==> src/rtl/fp_mul_arbiter_if.sv <==
// rtl/fp_mul_arbiter_if.sv - request/response bundle between multiplier clients and fp_mul_arbiter
interface fp_mul_arbiter_if #(
  parameter int NREQ = 4,
  parameter int IDW  = 2
);
  logic [NREQ-1:0]   req_valid;
  logic [8*NREQ-1:0] req_a;
  logic [8*NREQ-1:0] req_b;
  logic [NREQ-1:0]   req_ready;
  logic              rsp_valid;
  logic              rsp_ready;
  logic [IDW-1:0]    rsp_id;
  logic [7:0]        rsp_result;
  logic              busy;
  logic [15:0]       op_count;

  modport master (
    output req_valid, req_a, req_b, rsp_ready,
    input  req_ready, rsp_valid, rsp_id, rsp_result, busy, op_count
  );

  modport slave (
    input  req_valid, req_a, req_b, rsp_ready,
    output req_ready, rsp_valid, rsp_id, rsp_result, busy, op_count
  );
endinterface

==> src/rtl/fp_mul_arbiter.sv <==
// rtl/fp_mul_arbiter.sv - round-robin arbiter sharing one Q5.3 multiplier among NREQ clients
// Define FP_MUL_SAT_EN to saturate overflowing products to 8'hFF instead of wrapping.
module fp_mul_arbiter #(
  parameter int NREQ = 4,
  parameter int IDW  = 2
) (
  input logic            clk,
  input logic            rst,
  fp_mul_arbiter_if.slave bus
);
  localparam logic [1:0] S_IDLE = 2'd0;
  localparam logic [1:0] S_MUL  = 2'd1;
  localparam logic [1:0] S_RESP = 2'd2;

  logic [1:0]      state;
  logic [IDW-1:0]  ptr;
  logic [IDW-1:0]  id_r;
  logic [IDW-1:0]  rsp_id_r;
  logic [7:0]      a_r;
  logic [7:0]      b_r;
  logic [7:0]      res_r;
  logic            rsp_valid_r;
  logic [15:0]     op_cnt;
  logic            gnt_found;
  logic [IDW-1:0]  gnt_id;
  logic [IDW:0]    idx;
  logic [NREQ-1:0] ready;
  logic [15:0]     prod;
  logic [7:0]      res_next;
  logic            take;

  // Rotating priority search starting at ptr, wrapping modulo NREQ.
  always_comb begin
    gnt_found = 1'b0;
    gnt_id    = '0;
    idx       = '0;
    for (int k = 0; k < NREQ; k++) begin
      idx = {1'b0, ptr} + (IDW+1)'(k);
      if (idx >= (IDW+1)'(NREQ))
        idx = idx - (IDW+1)'(NREQ);
      if (!gnt_found && bus.req_valid[idx[IDW-1:0]]) begin
        gnt_found = 1'b1;
        gnt_id    = idx[IDW-1:0];
      end
    end
  end

  always_comb begin
    ready = '0;
    if (state == S_IDLE && !rst && gnt_found)
      ready[gnt_id] = 1'b1;
  end

  assign take = |(bus.req_valid & ready);

  // Round half up at the 1/16 bit.
  always_comb begin
    prod     = {8'd0, a_r} * {8'd0, b_r};
    res_next = prod[10:3] + {7'd0, prod[2]};
`ifdef FP_MUL_SAT_EN
    if (prod[15:11] != 5'd0 || (prod[10:3] == 8'hFF && prod[2]))
      res_next = 8'hFF;
`endif
  end

  always_ff @(posedge clk) begin
    if (rst) begin
      state       <= S_IDLE;
      ptr         <= '0;
      id_r        <= '0;
      a_r         <= '0;
      b_r         <= '0;
      rsp_id_r    <= '0;
      res_r       <= '0;
      rsp_valid_r <= 1'b0;
      op_cnt      <= '0;
    end else begin
      case (state)
        S_IDLE: begin
          if (take) begin
            a_r   <= bus.req_a[{gnt_id, 3'b000} +: 8];
            b_r   <= bus.req_b[{gnt_id, 3'b000} +: 8];
            id_r  <= gnt_id;
            ptr   <= (gnt_id == IDW'(NREQ-1)) ? '0 : gnt_id + 1'b1;
            state <= S_MUL;
          end
        end
        S_MUL: begin
          res_r       <= res_next;
          rsp_id_r    <= id_r;
          rsp_valid_r <= 1'b1;
          state       <= S_RESP;
        end
        S_RESP: begin
          if (bus.rsp_ready) begin
            rsp_valid_r <= 1'b0;
            op_cnt      <= op_cnt + 16'd1;
            state       <= S_IDLE;
          end
        end
        default: state <= S_IDLE;
      endcase
    end
  end

  assign bus.req_ready  = ready;
  assign bus.rsp_valid  = rsp_valid_r;
  assign bus.rsp_id     = rsp_id_r;
  assign bus.rsp_result = res_r;
  assign bus.busy       = (state != S_IDLE);
  assign bus.op_count   = op_cnt;
endmodule
==> src/flat_wrapper.sv <==
// flat-port wrapper written by rule: the top's interface ports become plain ports
module fp_mul_arbiter_flat 
#(
  parameter int NREQ = 4,
  parameter int IDW  = 2
)
  (clk, rst, bus_req_valid, bus_req_a, bus_req_b, bus_rsp_ready, bus_req_ready, bus_rsp_valid, bus_rsp_id, bus_rsp_result, bus_busy, bus_op_count);
  fp_mul_arbiter_if #(.NREQ(NREQ), .IDW(IDW)) bus_i ();
  input logic clk;
  input logic rst;
  input wire logic [$bits(bus_i.req_valid)-1:0] bus_req_valid;
  input wire logic [$bits(bus_i.req_a)-1:0] bus_req_a;
  input wire logic [$bits(bus_i.req_b)-1:0] bus_req_b;
  input wire logic [$bits(bus_i.rsp_ready)-1:0] bus_rsp_ready;
  output wire logic [$bits(bus_i.req_ready)-1:0] bus_req_ready;
  output wire logic [$bits(bus_i.rsp_valid)-1:0] bus_rsp_valid;
  output wire logic [$bits(bus_i.rsp_id)-1:0] bus_rsp_id;
  output wire logic [$bits(bus_i.rsp_result)-1:0] bus_rsp_result;
  output wire logic [$bits(bus_i.busy)-1:0] bus_busy;
  output wire logic [$bits(bus_i.op_count)-1:0] bus_op_count;
  assign bus_i.req_valid = bus_req_valid;
  assign bus_i.req_a = bus_req_a;
  assign bus_i.req_b = bus_req_b;
  assign bus_i.rsp_ready = bus_rsp_ready;
  assign bus_req_ready = bus_i.req_ready;
  assign bus_rsp_valid = bus_i.rsp_valid;
  assign bus_rsp_id = bus_i.rsp_id;
  assign bus_rsp_result = bus_i.rsp_result;
  assign bus_busy = bus_i.busy;
  assign bus_op_count = bus_i.op_count;
  fp_mul_arbiter #(.NREQ(NREQ), .IDW(IDW)) u_core (.clk(clk), .rst(rst), .bus(bus_i));
endmodule
==> config.mk <==
export PLATFORM = sky130hd
export DESIGN_NAME = fp_mul_arbiter_flat
export DESIGN_NICKNAME = d
export VERILOG_FILES = /design/src/rtl/fp_mul_arbiter_if.sv /design/src/rtl/fp_mul_arbiter.sv /design/src/flat_wrapper.sv
export SDC_FILE = /design/constraint.sdc
export NUM_CORES = 1
export LEC_CHECK = 0
export ABC_CLOCK_PERIOD_IN_PS = 12960
export CAP_MARGIN = 20
export CORE_MARGIN = 4
export CORE_UTILIZATION = 55
export CTS_BUF_LIST = sky130_fd_sc_hd__clkbuf_8
export DETAILED_ROUTE_END_ITERATION = 8
export PLACE_DENSITY = 0.88
export SLEW_MARGIN = 25
export SYNTH_ARGS = -nofsm -noshare
export SYNTH_HDL_FRONTEND = slang
export SYNTH_SLANG_ARGS = --single-unit
==> constraint.sdc <==
create_clock -name clk -period 12.96 [get_ports clk]
set_input_delay 3.24 -clock clk [delete_from_list [all_inputs] [get_ports clk]]
set_output_delay 3.24 -clock clk [all_outputs]
set_load 0.05 [all_outputs]
* Word-level counts from Yosys, hierarchy flattened *
Cells that the tools add are included.

word-level totals
  register bits = 49
  input bits = 71
  output and inout bits = 32
  logic and storage cells = 85

operators by class
  $add $sub $neg = 10
  multipliers = 1
  order comparisons = 10
  equality and inequality tests = 5
  shift-type cells = 2
  multiplexer cells = 29
  bitwise operators = 1
  reduce and logical (&&, ||, !) cells = 18

operator list
  operator                 number
  $shiftx A32 B6 Y8        2
  $mux W2                  11
  $add A16 B1 Y16 const B  1
  $lt A2 B3 Y1 const B     5
  $mul A8 B8 Y11           1
  $mux W1                  10
  $ge A3 B3 Y1 const B     3
  $add A8 B1 Y8            1
  $bmux W1 S2              4
  $reduce_and A2 Y1        4
  $sub A2 B1 Y2 const B    4
  $add A2 B2 Y3 const B    2
  $logic_and A1 B1 Y1      6
  $pmux W2 S3              1
  $and A4 B4 Y4            1
  $eq A2 B2 Y1 const B     2
  $logic_not A1 Y1         4
  $mux W4                  1
  $reduce_bool A2 Y1       2
  $reduce_or A4 Y1         1
  $add A2 B1 Y3 const B    1
  $ge A2 B3 Y1 const B     1
  $add A2 B1 Y2 const B    1
  $demux W1 S2             1
  6 further kinds          6

* Longest topological paths before layout *
  word-level depth = 23
  gate-level depth with buffers = 17
  depth with buffers taken out = 17

* Least setup slack after synthesis *
No wires, ideal clock.

  path type = input -> output
  start point = input bus_req_valid[0]
  end point = output bus_req_ready[3]
  data arrival time = 4791 ps
  data required time = 9720 ps
  slack = 4929 ps
  cell stages on the path = 7
  buffers on the path = 1
  path through = a21o_1 > a21oi_1 > o22ai_2 > inv_2 > clkbuf_1 > ha_1 > and2_1

on the way
  cells in the longest elaborated chain, start to end = 17
  elaborated cells on any way between the ends = 29
  those cells by class = 2 x order compare; 19 x mux; 8 x reduce/logical

ends and longest elaborated chain
  item                                                                RTL line              RTL
  start, declared                                                     flat_wrapper.sv:11    input wire logic [$bits(bus_i.req_valid)-1:0] bus_req_valid;
  $bmux W1 S2                                                         fp_mul_arbiter.sv:41  if (!gnt_found && bus.req_valid[idx[IDW-1:0]]) begin
  $mux W1 (implied by the code)                                       fp_mul_arbiter.sv:41
  $mux W1                                                             fp_mul_arbiter.sv:41
  $logic_not A1 Y1                                                    fp_mul_arbiter.sv:41
  $logic_and A1 B1 Y1                                                 fp_mul_arbiter.sv:41
  $mux W1                                                             fp_mul_arbiter.sv:41
  $logic_not A1 Y1                                                    fp_mul_arbiter.sv:41
  $logic_and A1 B1 Y1                                                 fp_mul_arbiter.sv:41
  [2 not listed]                                                      n/a
  $logic_and A1 B1 Y1                                                 fp_mul_arbiter.sv:41
  $mux W2 *                                                           fp_mul_arbiter.sv:41
  via u_core.gnt_id[1]                                                fp_mul_arbiter.sv:25  logic [IDW-1:0] gnt_id;
  $lt A2 B3 Y1 (implied by the code) or $ge A2 B1 Y1 (tied branches)  fp_mul_arbiter.sv:51  ready[gnt_id] = 1'b1;
  $logic_and A1 B1 Y1 (implied by the code)                           fp_mul_arbiter.sv:51
  $mux W1 (implied by the code)                                       fp_mul_arbiter.sv:51
  $demux W1 S2 *                                                      n/a
  $mux W4 *                                                           fp_mul_arbiter.sv:50  if (state == S_IDLE && !rst && gnt_found)
  end, declared                                                       flat_wrapper.sv:15    output wire logic [$bits(bus_i.req_ready)-1:0] bus_req_ready;

The timed path passes the listed nets; every way through them passes the cells marked *. The select of a mux whose other input is x is not followed.

* Worst setup path in the final report *
  start point = input bus_req_valid[0]
  end point = output bus_req_ready[2]

on the way
  cells in the longest elaborated chain, start to end = 17
  elaborated cells on any way between the ends = 29
  those cells by class = 2 x order compare; 19 x mux; 8 x reduce/logical

ends and longest elaborated chain
  item                                                                RTL line
  $bmux W1 S2                                                         fp_mul_arbiter.sv:41
  $mux W1 (implied by the code)                                       fp_mul_arbiter.sv:41
  $mux W1                                                             fp_mul_arbiter.sv:41
  $logic_not A1 Y1                                                    fp_mul_arbiter.sv:41
  $logic_and A1 B1 Y1                                                 fp_mul_arbiter.sv:41
  $mux W1                                                             fp_mul_arbiter.sv:41
  $logic_not A1 Y1                                                    fp_mul_arbiter.sv:41
  $logic_and A1 B1 Y1                                                 fp_mul_arbiter.sv:41
  $mux W1                                                             fp_mul_arbiter.sv:41
  $logic_not A1 Y1                                                    fp_mul_arbiter.sv:41
  $logic_and A1 B1 Y1                                                 fp_mul_arbiter.sv:41
  $mux W2                                                             fp_mul_arbiter.sv:41
  $lt A2 B3 Y1 (implied by the code) or $ge A2 B1 Y1 (tied branches)  fp_mul_arbiter.sv:51
  $logic_and A1 B1 Y1 (implied by the code)                           fp_mul_arbiter.sv:51
  $mux W1 (implied by the code)                                       fp_mul_arbiter.sv:51
  $demux W1 S2                                                        n/a
  $mux W4 *                                                           fp_mul_arbiter.sv:50

Every way passes the cells marked *; elsewhere a longest branch is shown, timed or not. The select of a mux whose other input is x is not followed.

==> results.md <==
* WP buf/inv at 3
* Worst slack, placed at approximately 3.6 ns
* Mux share of post-synthesis cell area at roughly 8.1%
* Setup Viol. Count Final at 0
* Htree depth at 2
* Setup bufs post-CTS at 0
* Post-synthesis compound-gate area fraction at 8.968%
* Critical Path AT at roughly 6.1 ns
* Crit path largest cell delay at about 0.70 ns
* Via density at 5.269
* Cells along the critical path: clkdlybuf4s50_1, a21o_1, a21oi_1, o22ai_2, inv_2, ha_1, and2_1, clkdlybuf4s50_1
* Final min period at roughly 9.4 ns
* Chip Height at roughly 94 µm
* Initial antenna violation count at 0
* Worst Hold Class: reg -> reg
* Nets at 709
* TritonCTS clock tree: built
* Share of cells above drive strength 1 at around 4%
* Starting density of the core at 56.36%
* Worst-Margin Slew at 0.8298 ns
* Outcome: finished clean
* Area leader, netlist: dfxtp_1
* CP delay by family, top: buffers and inverters
* Routability cong. at 0.8511
* Fin crit share at between 70 and 80%
* Critical path startpoint category: primary input
* Top cells by area, synth: dfxtp_1 24%, fa_1 14%, mux2i_1 8.1%
* Synthesized flop and latch total at 49
* Largest net degree at the start of global routing at between 50 and 60
* Dpl hpwl at between 7000 and 8000 µm
* Num Clock Sinks at between 40 and 50
* Drt total wl at just under 10,000 µm
* Xor and xnor fraction of the mapped netlist area at a little over 7%
* RSZ-0062 raised after global routing: no
* Via Count at 3,604
* Buffers on Ports at roughly 100
* Setup WS post-layout at about 3.6 ns
* DR iter-0 viols at roughly 140
* Crit-path most repeated cell: clkdlybuf4s50_1
* Pre-Repair DR Iteration Count at 4
* CP required at 9.72 ns
* Synth-to-Final Area Change at 28.62%
* Seq pwr share at approximately 42%
* Leakage power at around 2.2 nW
* Synth Instances at between 400 and 500
* IO Pins at between 100 and 150
* GRT Resource Usage Total at between 20% and 30%
* First-pass GRT wire length at around 17,000 µm
* Worst-Skew Late Latency at about 0.30 ns
* Critical path class: in -> out
* Die W at 94.21 µm
* Post-Synth Adder-Cell Area at a little over a fifth
* Final hold violation count at 0
* Core Area at a little over 7000 µm²
* Clock Skew at between 0.006 and 0.007 ns
* GRT Residual Overflow at 0
* CTS root buffer: clkbuf_8
* Final ANT Viol Nets at 0
* Worst R2R Start: u_core.a_r[0]$_SDFFE_PP0P_
* Cell variety after synth at 46
* ANT cells at 0
* Filler instances at 550
* Top-area cell type share of the netlist area at 24.00%
* Avg Inst Size Synth at ~8.3 µm²
* Crit path max-delay cell type: clkdlybuf4s50_1
* Routed len/inst at 14.30 µm
* Clk pwr share at 20.6%
* Mapped cell area at between 4000 and 5000 µm²
* Internal Power at between 0.2 and 0.3 mW
* CTS clk-pin slew, worst paths at ~0.090 ns
* CTS Hold Buffers Added at 0
* Slew Viols, Final at 0
* Sw power at approximately 0.16 mW
* Crit path max fanout at 20
* Switching share of power at 36.79%
* Maximum clock insertion buffer count at 2
* Std-Cell Rows at 31
* Post-route DRC at 0
* CP Capture Type: primary output
* Largest family of logic cells by synthesized area: simple AND/OR/NAND/NOR gates
* Logic gate share of total power at 37.1%
* Num CTS Buffers at 5
* Post-CTS resize count at 0
* Post-synthesis sequential area ratio at between 20% and 30%
* F_max at between 0.1 and 0.15 GHz
* Sum Neg Setup Slack at 0 ns
* Pwr per Cell Area at ~81 nW/µm²
* Vias in the first global route at 3,778
* Maxcap violations at 0
* Syn Nets at between 600 and 700
* Worst Setup SP: bus_req_valid[0]
* Worst VDD drop at roughly 60 µV
* Hold wc startpoint: u_core.bus.rsp_result[2]$_SDFFE_PP0P_
* Worst slew margin at roughly 45%
* Die ar. at between 8000 and 9000 µm²
* Simple-gate area share of the yosys netlist at about a quarter
* Yosys Warn Count at 0
worst min-delay path, delay by kind of cell (launching register included):
kind / cells / cell delay [ns]
flip-flops: 1 / 0.32
AND/OR/NAND/NOR: 1 / 0.06
AO/OA/AOI/OAI: 1 / 0.05
path summary, 6_finish.rpt:
kind | end | slack, ns | cells after the start
worst max-delay path | bus_req_ready[2] | 3.59 | 8
worst min-delay path | u_core.bus.rsp_result[2]$_SDFFE_PP0P_ | 0.47 | 2
worst max register to register | u_core.bus.rsp_result[7]$_SDFFE_PP0P_ | 8.18 | 16
worst min register to register | u_core.bus.rsp_result[2]$_SDFFE_PP0P_ | 0.47 | 2
power groups by stage:
stage / Sequential, mW / Combinational [mW] / Clock [mW]
global placement: 0.182 / 0.152 / 0
CTS: 0.179 / 0.157 / 0.0889
detailed placement: 0.183 / 0.157 / 0
global route: 0.182 / 0.174 / 0.0941
finish: 0.180 / 0.158 / 0.0876
floorplan: 0.187 / 0.0987 / 0
Yosys cell counts (all sizes together):
cell / count
a211oi: 8
a21o: 3
a21oi: 35
a22oi: 2
a311oi: 1
and2: 41
and3: 9
and3b: 1
buf: 6
clkbuf: 13
dfxtp: 49
fa: 28
ha: 26
inv: 44
mux2i: 33
nand2: 87
nand2b: 4
nand3: 22
nand3b: 1
nand4: 3
nor2: 25
nor2b: 2
nor3: 2
o211ai: 2
o21a: 1
o21ai: 5
o22ai: 2
or2: 1
or3: 2
or3b: 1
or4: 1
xnor2: 16
xor2: 16
cell usage in the layout, fill, tap and decap left out, types with 2 or more instances in the layout:
| cell type | count |
|---|---|
| and2_1 | 41 |
| a22oi_1 | 2 |
| and3_1 | 7 |
| nand2b_1 | 4 |
| fa_1 | 28 |
| nor2_1 | 25 |
| a21oi_1 | 34 |
| ha_1 | 26 |
| nor2b_1 | 2 |
| a211oi_1 | 6 |
| inv_1 | 44 |
| xnor2_1 | 15 |
| xor2_1 | 15 |
| clkbuf_8 | 5 |
| o211ai_1 | 2 |
| nand4_1 | 3 |
| or3_1 | 2 |
| o21ai_0 | 3 |
| dfxtp_1 | 49 |
| clkdlybuf4s50_1 | 102 |
| nor3_1 | 2 |
| buf_4 | 2 |
| mux2i_1 | 33 |
| nand3_1 | 21 |
| a21o_1 | 3 |
| nand2_1 | 86 |
state kept, by name (all words and copies together) (netlist names):
register / count
u_core.bus.rsp_result: 8
u_core.bus.rsp_id: 2
u_core.bus.rsp_valid: 1
u_core.ptr: 2
u_core.b_r: 8
u_core.a_r: 8
u_core.state: 2
u_core.id_r: 2
u_core.bus.op_count: 16
metrics by stage:
| step | utilization, % | instance area, µm² | hold WS [ns] | cells | total power, mW |
|---|---|---|---|---|---|
| finish | 72.49 | 5258 | 0.4712 | 684 | 0.4250 |
| global placement | 71.30 | 5171 | 0.4414 | 676 | 0.3338 |
| floorplan | - | 4088 | 0.4322 | 492 | 0.2853 |
| detailed placement | 71.30 | 5171 | 0.4559 | 676 | 0.3396 |
| CTS | 72.49 | 5258 | 0.4681 | 684 | 0.4257 |
| global route | 72.49 | 5258 | 0.4750 | 684 | 0.4499 |
layer usage:
metal	vias to the layer above	routed length [µm]	global-route usage, %
li1	1786	-	-
met5	-	0	0
met4	0	125	6.498
met1	1696	4028	27.13
met2	108	5135	42.73
met3	14	492	4.167
logic make-up after synthesis:
logic type | after synthesis
and+or+nand+nor | 202
muxes | 33
DFF | 49
xor gates and xnor gates | 32
adders and majority gates | 54
buffers and inverters | 63
AOI/OAI and AO/OA | 59
area by class of cell:
type	count	area (µm²)	area share, %
Clock buffer	5	68.82	1.309
Sequential cell	49	980.9	18.66
Clock inverter	3	17.52	0.3332
Tap cell	99	123.9	2.356
Multi-Input combinational cell	380	2865	54.50
Inverter	44	165.2	3.141
Timing Repair Buffer	104	1036	19.70
Note: power is estimated with default switching activity, not from simulation.
